==> config.mk <==
export PLATFORM = sky130hd
export DESIGN_NAME = control_unit_flat
export DESIGN_NICKNAME = d
export VERILOG_FILES = /design/src/rtl/edulent_pkg.sv /design/src/rtl/control_unit_if.sv /design/src/rtl/control_unit_decoder.sv /design/src/rtl/control_unit.sv /design/src/flat_wrapper.sv
export SDC_FILE = /design/constraint.sdc
export NUM_CORES = 1
export LEC_CHECK = 0
export BUFFER_PORTS_ARGS = -buffer_cell sky130_fd_sc_hd__buf_2
export CAP_MARGIN = 20
export CELL_PAD_IN_SITES_DETAIL_PLACEMENT = 1
export CELL_PAD_IN_SITES_GLOBAL_PLACEMENT = 1
export CORE_MARGIN = 5
export CORE_UTILIZATION = 40
export CTS_CLUSTER_SIZE = 10
export DETAILED_ROUTE_END_ITERATION = 10
export HOLD_SLACK_MARGIN = 0.12
export PLACE_DENSITY = 0.83
export SLEW_MARGIN = 20
export SYNTH_ARGS = -nofsm -noshare
export SYNTH_HDL_FRONTEND = slang
export SYNTH_SLANG_ARGS = --single-unit
==> constraint.sdc <==
create_clock -name i_clk -period 7.7 [get_ports i_clk]
set_input_delay 1.54 -clock i_clk [delete_from_list [all_inputs] [get_ports i_clk]]
set_output_delay 1.54 -clock i_clk [all_outputs]
set_load 0.02 [all_outputs]
==> src/rtl/edulent_pkg.sv <==
// Shared definitions for the edulent 8-bit CPU: transfer commands, opcodes,
// SP strobe codes, controller states and instruction classes.
package edulent_pkg;

    // Register-transfer commands driven into data_path
    localparam logic [3:0] XFER_NONE        = 4'h0;
    localparam logic [3:0] XFER_MA_PC       = 4'h1;
    localparam logic [3:0] XFER_MD_MEM      = 4'h2;
    localparam logic [3:0] XFER_IR_MD       = 4'h3;
    localparam logic [3:0] XFER_MA_MD       = 4'h4;
    localparam logic [3:0] XFER_REG_MD      = 4'h5;
    localparam logic [3:0] XFER_MA_SP       = 4'h7;
    localparam logic [3:0] XFER_MD_REG      = 4'h8;
    localparam logic [3:0] XFER_MEM_MD      = 4'h9;
    localparam logic [3:0] XFER_REG_R       = 4'hA;
    localparam logic [3:0] XFER_PC_MD_COND  = 4'hB;
    localparam logic [3:0] XFER_IN          = 4'hC;
    localparam logic [3:0] XFER_OUT         = 4'hD;
    localparam logic [3:0] XFER_PC_MD       = 4'hE;
    localparam logic [3:0] XFER_MD_PC       = 4'hF;

    // Opcodes with dedicated sequences
    localparam logic [7:0] OP_NOP      = 8'h00;
    localparam logic [7:0] OP_LDA_IMM  = 8'h11;
    localparam logic [7:0] OP_LDAP_IMM = 8'h13;
    localparam logic [7:0] OP_POPA     = 8'h14;
    localparam logic [7:0] OP_LDA_DIR  = 8'h19;
    localparam logic [7:0] OP_LDAP_DIR = 8'h1B;
    localparam logic [7:0] OP_POPAP    = 8'h1E;
    localparam logic [7:0] OP_STA      = 8'h21;
    localparam logic [7:0] OP_STAP     = 8'h23;
    localparam logic [7:0] OP_PUSHA    = 8'h2C;
    localparam logic [7:0] OP_PUSHAP   = 8'h2E;
    localparam logic [7:0] OP_NOT      = 8'h50;
    localparam logic [7:0] OP_SHR      = 8'h90;
    localparam logic [7:0] OP_JMP      = 8'hA1;
    localparam logic [7:0] OP_JZ       = 8'hA5;
    localparam logic [7:0] OP_JC       = 8'hA9;
    localparam logic [7:0] OP_CALL     = 8'hB0;
    localparam logic [7:0] OP_RET      = 8'hC1;
    localparam logic [7:0] OP_IN       = 8'hD0;
    localparam logic [7:0] OP_OUT      = 8'hE0;
    localparam logic [7:0] OP_HLT      = 8'hFF;

    // Stack pointer strobe codes
    localparam logic [1:0] SP_HOLD = 2'b00;
    localparam logic [1:0] SP_INC  = 2'b01;
    localparam logic [1:0] SP_DEC  = 2'b10;

    typedef enum logic [2:0] {
        RST, FETCH0, FETCH1, FETCH2, DECODE, EXEC, HALT
    } cu_state_t;

    typedef enum logic [3:0] {
        CLS_LD, CLS_POP, CLS_ST, CLS_PUSH, CLS_ALU2, CLS_ALU1, CLS_JMP,
        CLS_CALL, CLS_RET, CLS_IN, CLS_OUT, CLS_NOP, CLS_HLT
    } instr_class_t;

    // Index of the final EXEC step for a class (sequence length minus one)
    function automatic logic [2:0] seq_last(input instr_class_t cls, input logic direct);
        case (cls)
            CLS_LD:   return direct ? 3'd4 : 3'd2;
            CLS_POP:  return 3'd3;
            CLS_ST:   return 3'd4;
            CLS_PUSH: return 3'd2;
            CLS_ALU2: return direct ? 3'd5 : 3'd3;
            CLS_ALU1: return 3'd1;
            CLS_JMP:  return 3'd2;
            CLS_CALL: return 3'd5;
            CLS_RET:  return 3'd5;
            default:  return 3'd0;
        endcase
    endfunction

    // Shared operand fetch: MA=PC (with PC+1), MD=mem, then for direct MA=MD, MD=mem
    function automatic logic [3:0] operand_cmd(input logic [2:0] step);
        case (step)
            3'd0:    return XFER_MA_PC;
            3'd1:    return XFER_MD_MEM;
            3'd2:    return XFER_MA_MD;
            3'd3:    return XFER_MD_MEM;
            default: return XFER_NONE;
        endcase
    endfunction

endpackage

==> src/rtl/control_unit_if.sv <==
// Control bundle between control_unit (master) and data_path (slave).
interface control_unit_if;
    logic [7:0] i_ir;
    logic [3:0] o_transfer_cmd;
    logic       o_inc_pc;
    logic [1:0] o_inc_dec_sp;
    logic       o_alu_calculate;
    logic       o_alu_res_to_ap;
    logic       o_reset_ir;
    logic       o_halted;

    modport master (
        input  i_ir,
        output o_transfer_cmd, o_inc_pc, o_inc_dec_sp, o_alu_calculate,
               o_alu_res_to_ap, o_reset_ir, o_halted
    );

    modport slave (
        output i_ir,
        input  o_transfer_cmd, o_inc_pc, o_inc_dec_sp, o_alu_calculate,
               o_alu_res_to_ap, o_reset_ir, o_halted
    );
endinterface

==> src/rtl/control_unit_decoder.sv <==
// Opcode classifier: sequence class, direct addressing and AP selection.
import edulent_pkg::*;

module instr_decoder (
    input  logic [7:0]   opcode,
    output instr_class_t instr_class,
    output logic         direct,
    output logic         to_ap
);

    // Exact opcodes first; binary ALU ops are recognised by their high nibble
    always_comb begin
        instr_class = CLS_NOP;
        direct      = 1'b0;
        to_ap       = 1'b0;
        case (opcode)
            OP_LDA_IMM, OP_LDAP_IMM: begin instr_class = CLS_LD; to_ap = opcode[1]; end
            OP_LDA_DIR, OP_LDAP_DIR: begin instr_class = CLS_LD; direct = 1'b1; to_ap = opcode[1]; end
            OP_POPA, OP_POPAP:       begin instr_class = CLS_POP; to_ap = opcode[1]; end
            OP_STA, OP_STAP:         begin instr_class = CLS_ST; to_ap = opcode[1]; end
            OP_PUSHA, OP_PUSHAP:     begin instr_class = CLS_PUSH; to_ap = opcode[1]; end
            OP_NOT, OP_SHR:          instr_class = CLS_ALU1;
            OP_JMP, OP_JZ, OP_JC:    instr_class = CLS_JMP;
            OP_CALL:                 instr_class = CLS_CALL;
            OP_RET:                  instr_class = CLS_RET;
            OP_IN:                   instr_class = CLS_IN;
            OP_OUT:                  instr_class = CLS_OUT;
            OP_HLT:                  instr_class = CLS_HLT;
            default: begin
                case (opcode[7:4])
                    4'h3, 4'h4: begin
                        instr_class = CLS_ALU2;
                        direct      = opcode[3];
                        to_ap       = opcode[1];
                    end
                    4'h6, 4'h7, 4'h8: begin
                        instr_class = CLS_ALU2;
                        direct      = opcode[3];
                    end
                    default: instr_class = CLS_NOP;
                endcase
            end
        endcase
    end

endmodule

==> src/rtl/control_unit.sv <==
// Microprogrammed sequencer for the edulent CPU: fetch, decode, execute,
// one data_path micro-step per clock. Outputs depend only on registered state.
import edulent_pkg::*;

module control_unit (
    input  logic            i_clk,
    input  logic            i_rstn,
    control_unit_if.master  cu
);

    cu_state_t    state_q, state_d;
    logic [2:0]   step_q, step_d;
    logic [7:0]   opcode_q;
    instr_class_t instr_class;
    logic         direct;
    logic         to_ap;
    logic [2:0]   last_step;
    logic         is_last;

    logic [3:0]   cmd;
    logic         inc_pc;
    logic [1:0]   sp_ctl;
    logic         calc;
    logic         res_to_ap;
    logic         reset_ir;
    logic         halted;

    instr_decoder u_decoder (
        .opcode      (opcode_q),
        .instr_class (instr_class),
        .direct      (direct),
        .to_ap       (to_ap)
    );

    assign last_step = seq_last(instr_class, direct);
    assign is_last   = (step_q == last_step);

    // State and EXEC step counter; async reset drops straight back to RST
    always_ff @(posedge i_clk or negedge i_rstn) begin
        if (!i_rstn) begin
            state_q <= RST;
            step_q  <= 3'd0;
        end else begin
            state_q <= state_d;
            step_q  <= step_d;
        end
    end

    // Opcode is captured once in DECODE so IR clears mid-sequence are harmless
    always_ff @(posedge i_clk or negedge i_rstn) begin
        if (!i_rstn) begin
            opcode_q <= 8'h00;
        end else if (state_q == DECODE) begin
            opcode_q <= cu.i_ir;
        end
    end

    // Next state and Moore outputs from state, step counter and latched opcode
    always_comb begin
        state_d   = state_q;
        step_d    = 3'd0;
        cmd       = XFER_NONE;
        inc_pc    = 1'b0;
        sp_ctl    = SP_HOLD;
        calc      = 1'b0;
        res_to_ap = 1'b0;
        reset_ir  = 1'b0;
        halted    = 1'b0;
        case (state_q)
            RST:    state_d = FETCH0;
            FETCH0: begin cmd = XFER_MA_PC; inc_pc = 1'b1; state_d = FETCH1; end
            FETCH1: begin cmd = XFER_MD_MEM; state_d = FETCH2; end
            FETCH2: begin cmd = XFER_IR_MD; state_d = DECODE; end
            DECODE: state_d = (cu.i_ir == OP_HLT) ? HALT : EXEC;
            EXEC: begin
                step_d = step_q + 3'd1;
                if (is_last) begin
                    reset_ir = 1'b1;
                    state_d  = FETCH0;
                    step_d   = 3'd0;
                end
                case (instr_class)
                    CLS_LD: begin
                        if (is_last) begin
                            cmd = XFER_REG_MD;
                        end else begin
                            cmd    = operand_cmd(step_q);
                            inc_pc = (step_q == 3'd0);
                        end
                    end
                    CLS_ALU2: begin
                        if (is_last) begin
                            cmd       = XFER_REG_R;
                            res_to_ap = to_ap;
                        end else if (step_q == last_step - 3'd1) begin
                            calc      = 1'b1;
                            res_to_ap = to_ap;
                        end else begin
                            cmd    = operand_cmd(step_q);
                            inc_pc = (step_q == 3'd0);
                        end
                    end
                    CLS_ALU1: begin
                        if (is_last) cmd = XFER_REG_R;
                        else         calc = 1'b1;
                    end
                    CLS_POP: begin
                        case (step_q)
                            3'd0:    sp_ctl = SP_INC;
                            3'd1:    cmd = XFER_MA_SP;
                            3'd2:    cmd = XFER_MD_MEM;
                            3'd3:    cmd = XFER_REG_MD;
                            default: ;
                        endcase
                    end
                    CLS_ST: begin
                        case (step_q)
                            3'd0:    begin cmd = XFER_MA_PC; inc_pc = 1'b1; end
                            3'd1:    cmd = XFER_MD_MEM;
                            3'd2:    cmd = XFER_MA_MD;
                            3'd3:    cmd = XFER_MD_REG;
                            3'd4:    cmd = XFER_MEM_MD;
                            default: ;
                        endcase
                    end
                    CLS_PUSH: begin
                        case (step_q)
                            3'd0:    cmd = XFER_MA_SP;
                            3'd1:    cmd = XFER_MD_REG;
                            3'd2:    begin cmd = XFER_MEM_MD; sp_ctl = SP_DEC; end
                            default: ;
                        endcase
                    end
                    CLS_JMP: begin
                        case (step_q)
                            3'd0:    begin cmd = XFER_MA_PC; inc_pc = 1'b1; end
                            3'd1:    cmd = XFER_MD_MEM;
                            3'd2:    cmd = XFER_PC_MD_COND;
                            default: ;
                        endcase
                    end
                    CLS_CALL: begin
                        case (step_q)
                            3'd0:    cmd = XFER_MA_SP;
                            3'd1:    cmd = XFER_MD_PC;
                            3'd2:    begin cmd = XFER_MEM_MD; sp_ctl = SP_DEC; end
                            3'd3:    begin cmd = XFER_MA_PC; inc_pc = 1'b1; end
                            3'd4:    cmd = XFER_MD_MEM;
                            3'd5:    cmd = XFER_PC_MD_COND;
                            default: ;
                        endcase
                    end
                    CLS_RET: begin
                        case (step_q)
                            3'd0:    sp_ctl = SP_INC;
                            3'd1:    cmd = XFER_MA_SP;
                            3'd2:    cmd = XFER_MD_MEM;
                            3'd3:    cmd = XFER_REG_MD;
                            3'd4:    cmd = XFER_PC_MD;
                            3'd5:    inc_pc = 1'b1;
                            default: ;
                        endcase
                    end
                    CLS_IN:  cmd = XFER_IN;
                    CLS_OUT: cmd = XFER_OUT;
                    default: ;
                endcase
            end
            HALT:    halted = 1'b1;
            default: state_d = RST;
        endcase
    end

    assign cu.o_transfer_cmd  = cmd;
    assign cu.o_inc_pc        = inc_pc;
    assign cu.o_inc_dec_sp    = sp_ctl;
    assign cu.o_alu_calculate = calc;
    assign cu.o_alu_res_to_ap = res_to_ap;
    assign cu.o_reset_ir      = reset_ir;
    assign cu.o_halted        = halted;

endmodule
==> src/flat_wrapper.sv <==
// flat-port wrapper written by rule: the top's interface ports become plain ports
module control_unit_flat 
  (i_clk, i_rstn, cu_i_ir, cu_o_transfer_cmd, cu_o_inc_pc, cu_o_inc_dec_sp, cu_o_alu_calculate, cu_o_alu_res_to_ap, cu_o_reset_ir, cu_o_halted);
  control_unit_if cu_i ();
  input  logic i_clk;
  input  logic i_rstn;
  input wire logic [$bits(cu_i.i_ir)-1:0] cu_i_ir;
  output wire logic [$bits(cu_i.o_transfer_cmd)-1:0] cu_o_transfer_cmd;
  output wire logic [$bits(cu_i.o_inc_pc)-1:0] cu_o_inc_pc;
  output wire logic [$bits(cu_i.o_inc_dec_sp)-1:0] cu_o_inc_dec_sp;
  output wire logic [$bits(cu_i.o_alu_calculate)-1:0] cu_o_alu_calculate;
  output wire logic [$bits(cu_i.o_alu_res_to_ap)-1:0] cu_o_alu_res_to_ap;
  output wire logic [$bits(cu_i.o_reset_ir)-1:0] cu_o_reset_ir;
  output wire logic [$bits(cu_i.o_halted)-1:0] cu_o_halted;
  assign cu_i.i_ir = cu_i_ir;
  assign cu_o_transfer_cmd = cu_i.o_transfer_cmd;
  assign cu_o_inc_pc = cu_i.o_inc_pc;
  assign cu_o_inc_dec_sp = cu_i.o_inc_dec_sp;
  assign cu_o_alu_calculate = cu_i.o_alu_calculate;
  assign cu_o_alu_res_to_ap = cu_i.o_alu_res_to_ap;
  assign cu_o_reset_ir = cu_i.o_reset_ir;
  assign cu_o_halted = cu_i.o_halted;
  control_unit u_core (.i_clk(i_clk), .i_rstn(i_rstn), .cu(cu_i));
endmodule
==> metrics.md, run 1 <==
| Metric | Value |
|---|---|
| Synth Instances | 216 |
| Crit-path max FO | 16 |
| Clock Skew | 4.58 ps |
| Warnings, synthesis | 0 |
| Crit path arrival time | 3420 ps |
| Post-synth top area share | 0.217 |
| Max Transition Viols Final | 0 |
| Slew headroom | 0.229 |
| TNS Setup | 0 ps |
| Non-filler cells, final | 279 |
| Drt drc | 0 |
| Die ar. | 5410 um2 |
| Critical Path End Type | output pin |
| Register area share after synthesis | 0.217 |
| Distinct cells, synth | 59 |
| Height of the die | 73.5 um |
| H-tree levels | 1 |
| Antenna diodes | 0 |
| Clock Latency Late Sink | 250 ps |
| Crit Reg-Reg Startpoint | u_core.opcode_q[4] |
| Total GRT Usage | 0.199 |
| Leak Pwr | 0.740 nW |
| Final worst path period need | 4960 ps |
| Antenna violations before repair | 0 |
| Syn Std Cell Area | 1620 um2 |
| Die width | 73.5 um |
| First-pass GRT wire length | 8420 um |
| Run status | finished, final reports clean |
| DRT Wirelength | 5130 um |
| Initial DRC count | 83 |
| Avg WL per Cell | 18.4 um |
| Placed insts | 275 |
| Syn_nets | 231 |
| Post-DP HPWL | 4060 um |
| Vias in the first global route | 1744 |
| CTS Buffer Depth | 2 |
| # hold bufs at CTS | 0 |
| CTS tree | yes |
| Vias | 1747 |
| RSZ-0062 raised after global routing | false |
| Core box area | 3970 um2 |
| Remaining Overflow, GRT | 0 |
| Synth area leader | dfrtp_1 |
| Num rows | 23 |
| Number of max-cap violations | 0 |
| Flop-to-flop setup slack | 4760 ps |
| Clock sink total | 14 |
| Largest net degree at the start of global routing | 19 |
| Fin nets | 245 |
| Register Area | 350 um2 |
| Reg2reg path depth | 9 |
| Peak supply drop | 212 uV |
| Initial core utilization | 0.407 |
| FF-to-FF End | u_core.state_q[2] |
| Slew @ Worst Pin | 1150 ps |
| Yosys reg bits | 14 |
| Pwr Density | 439 nW/um2 |
| Vias/cell | 6.26 |
| Setup crit end | cu_o_transfer_cmd[3] |
| Number of detailed-route iterations in the first pass | 4 |
| RD Place Congestion | 0.870 |
| Post-cts gate resize count | 0 |
| Synth area leaders | dfrtp_1 (22%), nor2_1 (5.6%), mux2_2 (4.9%) |
| CP Class | reg2out |
| Fillers | 518 |
| Layout cells sized above 1 | 0.192 |
| Antenna-violating nets left | 0 |
| I/O Pins | 21 |
| Avg Inst Size Synth | 7.48 um2 |
| CP Launch Type | register |
| EDFF count, synth | 0 |
| Setup violators final | 0 |
| Endpoints failing hold | 0 |
| CP startpoint | u_core.opcode_q[4] |
| Postcts setup bufs | 0 |
| Req. time, crit path | 6160 ps |
| Cts bufs inserted | 3 |
| Clock Root Buffer | clkbuf_8 |
| Worst-path clk slew | 60 ps |
| Worst Hold Class | reg2reg |
| Port Buf Inserts | 20 |
| P&R area growth vs syn | 10.7% |
| Multi-input gate area in the final layout | 1180 um2 |
| Ys flop type | dfrtp_1 |
| Async S/R FF share, synth | 1.00 |
| Tcrit/Tclk final | 0.644 |
| Peak Freq | 0.202 GHz |
-- cell usage after synthesis, types with 2 or more instances --
cell type,n
nor4_1,4
a21oi_1,15
a211oi_1,2
o21ai_1,2
ha_1,5
a221oi_1,4
nand4_1,4
o22ai_1,2
o31ai_2,2
buf_2,3
nor3_1,6
o21ai_0,14
a31oi_1,2
nor3b_1,2
inv_1,11
nand2_1,18
and2_1,3
nand3_1,12
o211ai_1,4
nor2b_1,9
and3_1,2
dfrtp_1,14
clkbuf_1,8
mux2_2,7
nor2_1,24
xnor2_1,4
-- cell type report --
cell class,instances,area share
well taps,50,0.0350
flip-flops and latches,14,0.196
clock buffers,4,0.0308
repair buffers,20,0.0560
multi-input cells,180,0.659
inverters,11,0.0231
-- where the power goes --
part,internal (mW),switching [mW]
sequential,0.105,0.0969
combinational,0.205,0.306
clock,0.0453,0.0260
total,0.355,0.429
-- kinds of logic after synthesis --
| family | share of synthesized area |
|---|---|
| XOR/XNOR | 0.0217 |
| flip-flops | 0.217 |
| AO/OA/AOI/OAI | 0.261 |
| multiplexers | 0.0573 |
| adder cells (fa/ha/maj) | 0.0387 |
| AND/OR/NAND/NOR | 0.351 |
| buffers and inverters | 0.0534 |
-- sequential cells by signal (all words and copies together), names as in the netlist --
register,flops
u_core.opcode_q,8
u_core.step_q,3
u_core.state_q,3
-- worst max-delay path, stage by stage, from the launching register on --
cell	delay (ps)
dfrtp_1	590
and3b_1	250
o31ai_2	500
a32o_1	340
nor3_1	100
o31a_1	290
o211ai_2	360
nor2_1	110
nor4_1	380
nor2_1	60
buf_2	160
-- per-stage QoR --
step                area (um2)  total power [mW]  worst slack (ps)  hold WS [ps]  utilization
floorplan                 1620             0.578              3280           477            -
global placement          1730             0.691              3130           556        0.436
detailed placement        1730             0.705              3040           559        0.436
CTS                       1790             0.780              2750           566        0.450
global route              1790             0.851              2430           612        0.450
finish                    1790             0.784              2740           570        0.450
-- layout by cell type, fill, tap and decap left out, drive strengths merged, types with 2 or more instances in the layout --
cell type / count
a211oi: 2
a21oi: 16
a221oi: 4
a31oi: 2
and2: 3
and3: 2
buf: 20
clkbuf: 4
dfrtp: 14
ha: 5
inv: 11
mux2: 7
nand2: 19
nand2b: 2
nand3: 12
nand4: 4
nor2: 24
nor2b: 9
nor3: 6
nor3b: 2
nor4: 5
nor4b: 3
o211ai: 5
o21ai: 16
o22ai: 2
o31ai: 3
or2: 2
or3: 2
xnor2: 4
-- worst min path at each step --
stage	endpoint	depth (start not counted)	startpoint
final	u_core.step_q[0]	1	u_core.step_q[0]
after global routing	u_core.step_q[0]	1	u_core.step_q[0]
after CTS	u_core.step_q[0]	1	u_core.step_q[0]
after detailed placement	u_core.step_q[0]	1	u_core.step_q[0]
after global placement	u_core.step_q[0]	1	u_core.step_q[0]
after floorplan	u_core.step_q[0]	1	u_core.step_q[0]
-- per-layer routing --
| layer | track usage | share of wire |
|---|---|---|
| met5 | 0 | 0 |
| met4 | 0.0986 | 0.027 |
| met3 | 0.0233 | 0.044 |
| met2 | 0.322 | 0.48 |
| met1 | 0.261 | 0.44 |
No activity file was read; power rests on OpenSTA's default activity.
==> run 2: changes to the inputs <==
==> constraint.sdc (replaced) <==
create_clock -name i_clk -period 4.7 [get_ports i_clk]
set_input_delay 0.94 -clock i_clk [delete_from_list [all_inputs] [get_ports i_clk]]
set_output_delay 0.94 -clock i_clk [all_outputs]
set_load 0.02 [all_outputs]
==> metrics.md, run 2 (synthesis gave the netlist of run 1 again) <==
| Metric | Value |
|---|---|
| Initial core utilization | 0.407 (unchanged) |
| Final cell utilization of the core | 0.455 (+0.00504) |
| Postcts setup bufs | 0 (unchanged) |
| Die width | 73.5 um (unchanged) |
| Biggest register | u_core.opcode_q |
| Post-DP Area | 1750 um2 (+0.87%) |
| Vias | 1767 (+1.1%) |
| Pwr Density | 722 nW/um2 (+65%) |
| Slew @ Worst Pin | 834 ps (-320 ps) |
| Peak Freq | 0.228 GHz |
| Clock Skew | 3.68 ps (-0.906 ps) |
| CP Class | reg2out |
| Crit path top cell by count | nor2_1 |
| Vias in the first global route | 1830 (+4.9%) |
| RD Place Congestion | 0.902 (+3.7%) |
| Leak Pwr | 0.753 nW (+1.7%) |
| Layout cells sized above 1 | 0.203 (+0.0113) |
| H-tree levels | 1 (unchanged) |
| Commonest non-fill, non-tap cell in the layout | nor2_1 |
| CTS tree | yes |
| First-pass GRT wire length | 9050 um (+7.4%) |
| RSZ-0062 raised after global routing | false |
| Antenna diodes | 0 (unchanged) |
| P&R area growth vs syn | 11.9% |
| Drt drc | 0 (unchanged) |
| Slew headroom | 0.439 (+0.210) |
| Cts bufs inserted | 3 (unchanged) |
| # hold bufs at CTS | 0 (unchanged) |
| Peak supply drop | 419 uV (+98%) |
| Max Transition Viols Final | 0 (unchanged) |
| Tcrit/Tclk final | 0.934 |
| Final worst path period need | 4390 ps |
| Number of detailed-route iterations in the first pass | 4 (unchanged) |
| Antenna violations before repair | 0 (unchanged) |
| Post-DP HPWL | 4160 um (+2.5%) |
| Clock Latency Late Sink | 250 ps (about the same) |
| Critical Path End Type | output pin |
| Non-filler cells, final | 281 (+0.72%) |
| Hold slack | 578 ps (+7.52 ps) |
| Setup violators final | 0 (unchanged) |
| Largest net degree at the start of global routing | 19 (unchanged) |
| Vias/cell | 6.29 (+0.42%) |
| Worst-path clk slew | 60 ps (about the same) |
| Height of the die | 73.5 um (unchanged) |
| Clock Root Buffer | clkbuf_8 |
| Crit-path max FO | 16 (unchanged) |
| Overall power | 1.30 mW (+66%) |
| Number of max-cap violations | 0 (unchanged) |
| Most frequent cells in the layout | nor2_1 (24), buf_2 (20), nand2_1 (18) |
| Worst Hold Class | in2async |
| Slowest cell on the critical path | dfrtp_1 |
| Critical Path, Cell by Cell | and3b_1 -> o31ai_2 -> a32o_1 -> nor3_1 -> o31a_1 -> o211ai_2 -> nor2_1 -> nor4_1 -> nor2_1 -> buf_2 |
| Remaining Overflow, GRT | 0 (unchanged) |
| TNS Setup | 0 ps (unchanged) |
| Die ar. | 5410 um2 (unchanged) |
| Worst Setup Slack post-DPL | 620 ps (-2420 ps) |
| Crit path arrival time | 3450 ps (+30 ps) |
| Endpoints failing hold | 0 (unchanged) |
| Worst Slack Setup Final | 312 ps (-2430 ps) |
| CTS Buffer Depth | 2 (unchanged) |
| Avg WL per Cell | 18.9 um (+2.9%) |
| Num rows | 23 (unchanged) |
| I/O Pins | 21 (unchanged) |
| Design area | 1810 um2 (+1.1%) |
| Run status | finished, final reports clean |
| Placed insts | 277 (+0.73%) |
| CP Launch Type | register |
| Fin nets | 247 (+0.82%) |
| Clock sink total | 14 (unchanged) |
| Antenna-violating nets left | 0 (unchanged) |
| Total GRT Usage | 0.215 (+0.0159) |
| Req. time, crit path | 3760 ps (-2400 ps) |
| DRT Wirelength | 5310 um (+3.6%) |
| Slowest Stage Delay on Critical Path | 610 ps (+20 ps) |
| Initial DRC count | 124 (+49%) |
| Port Buf Inserts | 20 (unchanged) |
| Post-cts gate resize count | 0 (unchanged) |
| Core box area | 3970 um2 (unchanged) |
| Largest register FFs | 8 (unchanged) |
| Largest registers | u_core.opcode_q x8, u_core.state_q x3, u_core.step_q x3 |
==> run 2: cell count changes in the layout (fill, tap and decap cells not counted), sizes merged <==
| cell | previous run | this run |
|---|---|---|
| buf | 20 | 22 |
==> run 2: per-layer routing <==
layer,vias to the layer above,share of wire,GRT usage
li1,828,-,-
met1,873,0.42,0.279
met2,52,0.51,0.367
met3,14,0.045,0.0178
met4,0,0.023,0.0845
met5,-,0,0
==> run 2: where the power goes <==
part | internal (mW) | leakage (nW) | total, mW | switching, mW
sequential | 0.172 | 0.172 | 0.330 | 0.158
combinational | 0.342 | 0.552 | 0.859 | 0.517
clock | 0.0742 | 0.0288 | 0.116 | 0.0420
total | 0.588 | 0.753 | 1.30 | 0.717
==> run 2: worst paths after layout <==
check / start / to / slack, ps / cells past startpoint
max: u_core.opcode_q[4] / cu_o_transfer_cmd[3] / 310 / 10
min reg2reg: u_core.step_q[0] / u_core.step_q[0] / 580 / 1
min in group i_clk: u_core.step_q[0] / u_core.step_q[0] / 580 / 1
min: i_rstn / u_core.opcode_q[2] / 580 / 1
max reg2reg: u_core.opcode_q[4] / u_core.step_q[2] / 1780 / 8
max in group asynchronous: i_rstn / u_core.step_q[1] / 3880 / 1
==> run 2: area by class of cell <==
type                       count  area, um2
tap                           50       62.6
fill                         514       2160
timing repair buffer          22        115
clock buffer                   4       55.1
multi-input combinational    180       1180
inverter                      11       41.3
sequential                    14        350
==> run 2: worst max-delay path, delay by kind of cell (launching register included) <==
kind,cells,cell delay [ps]
AND/OR/NAND/NOR,5,950
flip-flops,1,610
buffers and inverters,1,170
AO/OA/AOI/OAI,4,1490
==> run 3: changes to the inputs <==
--- a/config.mk
+++ b/config.mk
@@ -14,7 +14,8 @@
 export CTS_CLUSTER_SIZE = 10
 export DETAILED_ROUTE_END_ITERATION = 10
 export HOLD_SLACK_MARGIN = 0.12
-export PLACE_DENSITY = 0.83
+export PLACE_DENSITY_LB_ADDON = 0.05
+export SKIP_CTS_REPAIR_TIMING = 1
 export SLEW_MARGIN = 20
 export SYNTH_ARGS = -nofsm -noshare
 export SYNTH_HDL_FRONTEND = slang
==> metrics.md, run 3 (synthesis gave the netlist of run 1 again) <==
| Metric | Value |
|---|---|
| Placed insts | 279 (+0.72%) |
| Tcrit/Tclk final | 0.931 (-0.00232) |
| Num rows | 23 (unchanged) |
| TNS Setup | 0 ps (unchanged) |
| Vias in the first global route | 1834 (+0.22%) |
| Clock Root Buffer | clkbuf_8 |
| FF-to-FF End | u_core.state_q[2] |
| Reg2reg path depth | 9 (+1) |
| RD Place Congestion | 0.897 (-0.52%) |
| Register Area | 350 um2 (unchanged) |
| Number of max-cap violations | 0 (unchanged) |
| Slowest Stage Delay on Critical Path | 630 ps (+20 ps) |
| CP Class | reg2out |
| Sw power | 728 uW (+1.5%) |
| Critical Path, Cell by Cell | and4b_1 -> o31ai_2 -> a32o_1 -> o31ai_2 -> xnor2_1 -> mux2i_2 -> a21oi_2 -> and3_1 -> o32a_1 -> buf_2 |
| Peak supply drop | 314 uV (-25%) |
| Initial core utilization | 0.407 (unchanged) |
| Worst Setup Slack post-DPL | 659 ps (+39.1 ps) |
| P_int | 590 uW (+0.36%) |
| CP Launch Type | register |
| RSZ-0062 raised after global routing | false |
| Leak Pwr | 0.764 nW (+1.4%) |
| Largest net degree at the start of global routing | 19 (unchanged) |
| First-pass GRT wire length | 9530 um (+5.3%) |
| Initial DRC count | 207 (+67%) |
| Most frequent cells in the layout | nor2_1 (24), buf_2 (20), nand2_1 (18) |
| Worst Hold Class | in2async |
| Pwr Density | 723 nW/um2 (+0.17%) |
| P&R area growth vs syn | 12.9% |
| Setup violators final | 0 (unchanged) |
| Clock Skew | 0.847 ps (-2.83 ps) |
| Slew @ Worst Pin | 628 ps (-205 ps) |
| Avg WL per Cell | 20.0 um (+5.9%) |
| Fin nets | 249 (+0.81%) |
| Clock Latency Late Sink | 240 ps (about the same) |
| Largest register FFs | 8 (unchanged) |
| Die ar. | 5410 um2 (unchanged) |
| Layout cells sized above 1 | 0.210 (+0.00684) |
| Fillers | 516 (+0.39%) |
| Largest registers | u_core.opcode_q x8, u_core.state_q x3, u_core.step_q x3 |
| Antenna diodes | 0 (unchanged) |
| Core box area | 3970 um2 (unchanged) |
| Clk pwr share | 0.090 (about the same) |
| Sequential share of power | 0.254 (about the same) |
| Port Buf Inserts | 20 (unchanged) |
| Slowest cell on the critical path | dfrtp_1 |
| Vias/cell | 6.31 (+0.30%) |
| Design area | 1820 um2 (+0.83%) |
| Final worst path period need | 4380 ps (-10.9 ps) |
| Flop-to-flop setup slack | 1760 ps (-20 ps) |
| Worst-path clk slew | 60 ps (about the same) |
| Total GRT Usage | 0.225 (+0.00920) |
| Critical path depth in cells | 10 (unchanged) |
| Commonest non-fill, non-tap cell in the layout | nor2_1 |
| CTS Buffer Depth | 2 (unchanged) |
| H-tree levels | 1 (unchanged) |
| Number of detailed-route iterations in the first pass | 4 (unchanged) |
| Switching Fraction | 0.552 (+0.00284) |
| Remaining Overflow, GRT | 0 (unchanged) |
| Max Transition Viols Final | 0 (unchanged) |
| Non-filler cells, final | 283 (+0.71%) |
| Final cell utilization of the core | 0.459 (+0.00378) |
| Worst Slack Setup Final | 323 ps (+10.9 ps) |
| DRT Wirelength | 5670 um (+6.6%) |
| Critical Path End Type | output pin |
| Die width | 73.5 um (unchanged) |
| Req. time, crit path | 3760 ps (about the same) |
| Bufs and invs on worst path | 1 (unchanged) |
| Run status | finished, final reports clean |
| Drt drc | 0 (unchanged) |
| Overall power | 1.32 mW (+1.0%) |
| Logic pwr share | 0.657 (about the same) |
| CTS tree | yes |
| Cts bufs inserted | 3 (unchanged) |
| I/O Pins | 21 (unchanged) |
| Endpoints failing hold | 0 (unchanged) |
| Crit path arrival time | 3440 ps (about the same) |
| Height of the die | 73.5 um (unchanged) |
| Hold slack | 583 ps (+4.99 ps) |
| Slew headroom | 0.579 (+0.140) |
| Crit Reg-Reg Startpoint | u_core.opcode_q[5] |
| Antenna violations before repair | 0 (unchanged) |
| Clock sink total | 14 (unchanged) |
| Post-DP Area | 1760 um2 (+0.86%) |
| Top delay family on crit path | compound AO/OA/AOI/OAI gates |
| Peak Freq | 0.228 GHz (+0.25%) |
| Antenna-violating nets left | 0 (unchanged) |
| Post-DP HPWL | 4580 um (+10%) |
| Multi-input gate area in the final layout | 1180 um2 (unchanged) |
| Crit path top cell by count | o31ai_2 |
| Biggest register | u_core.opcode_q |
| Vias | 1785 (+1.0%) |
| Crit-path max FO | 16 (unchanged) |
run 3: power groups by stage:
| stage | sequential [mW] | clock (mW) | combinational, mW |
|---|---|---|---|
| floorplan | 0.223 | 0 | 0.724 |
| global placement | 0.323 | 0 | 0.830 |
| detailed placement | 0.332 | 0 | 0.848 |
| CTS | 0.330 | 0.121 | 0.855 |
| global route | 0.348 | 0.127 | 0.942 |
| finish | 0.334 | 0.118 | 0.865 |
run 3: how the worst max path moves through the flow:
stage,to,startpoint
5_1_grt,cu_o_transfer_cmd[0],u_core.opcode_q[5]
3_5_place_dp,cu_o_transfer_cmd[0],u_core.opcode_q[4]
4_1_cts,cu_o_transfer_cmd[0],u_core.opcode_q[4]
3_3_place_gp,cu_o_transfer_cmd[0],u_core.opcode_q[6]
2_1_floorplan,cu_o_alu_res_to_ap,u_core.opcode_q[3]
6_report,cu_o_transfer_cmd[0],u_core.opcode_q[5]
run 3: final cells by class:
type | count | share of cell area
Inverter | 11 | 0.0226
Multi-Input combinational cell | 180 | 0.649
Clock buffer | 4 | 0.0302
Tap cell | 50 | 0.0343
Timing Repair Buffer | 24 | 0.0714
Sequential cell | 14 | 0.192
run 3: worst register-to-register path: stages, from the launching register on:
cell and delay, ps:
dfrtp_1 630, and4b_1 280, o31ai_2 460, a32o_1 330, nor3_1 100, o31a_1 290
o211ai_2 370, inv_1 130, o21ai_1 150, a22o_1 140
run 3: metal layers:
metal / part of all wire / up-vias / track usage
met5: 0 / - / 0
li1: - / 836 / -
met4: 0.014 / 0 / 0.0644
met2: 0.48 / 62 / 0.371
met3: 0.055 / 11 / 0.0356
met1: 0.45 / 876 / 0.301
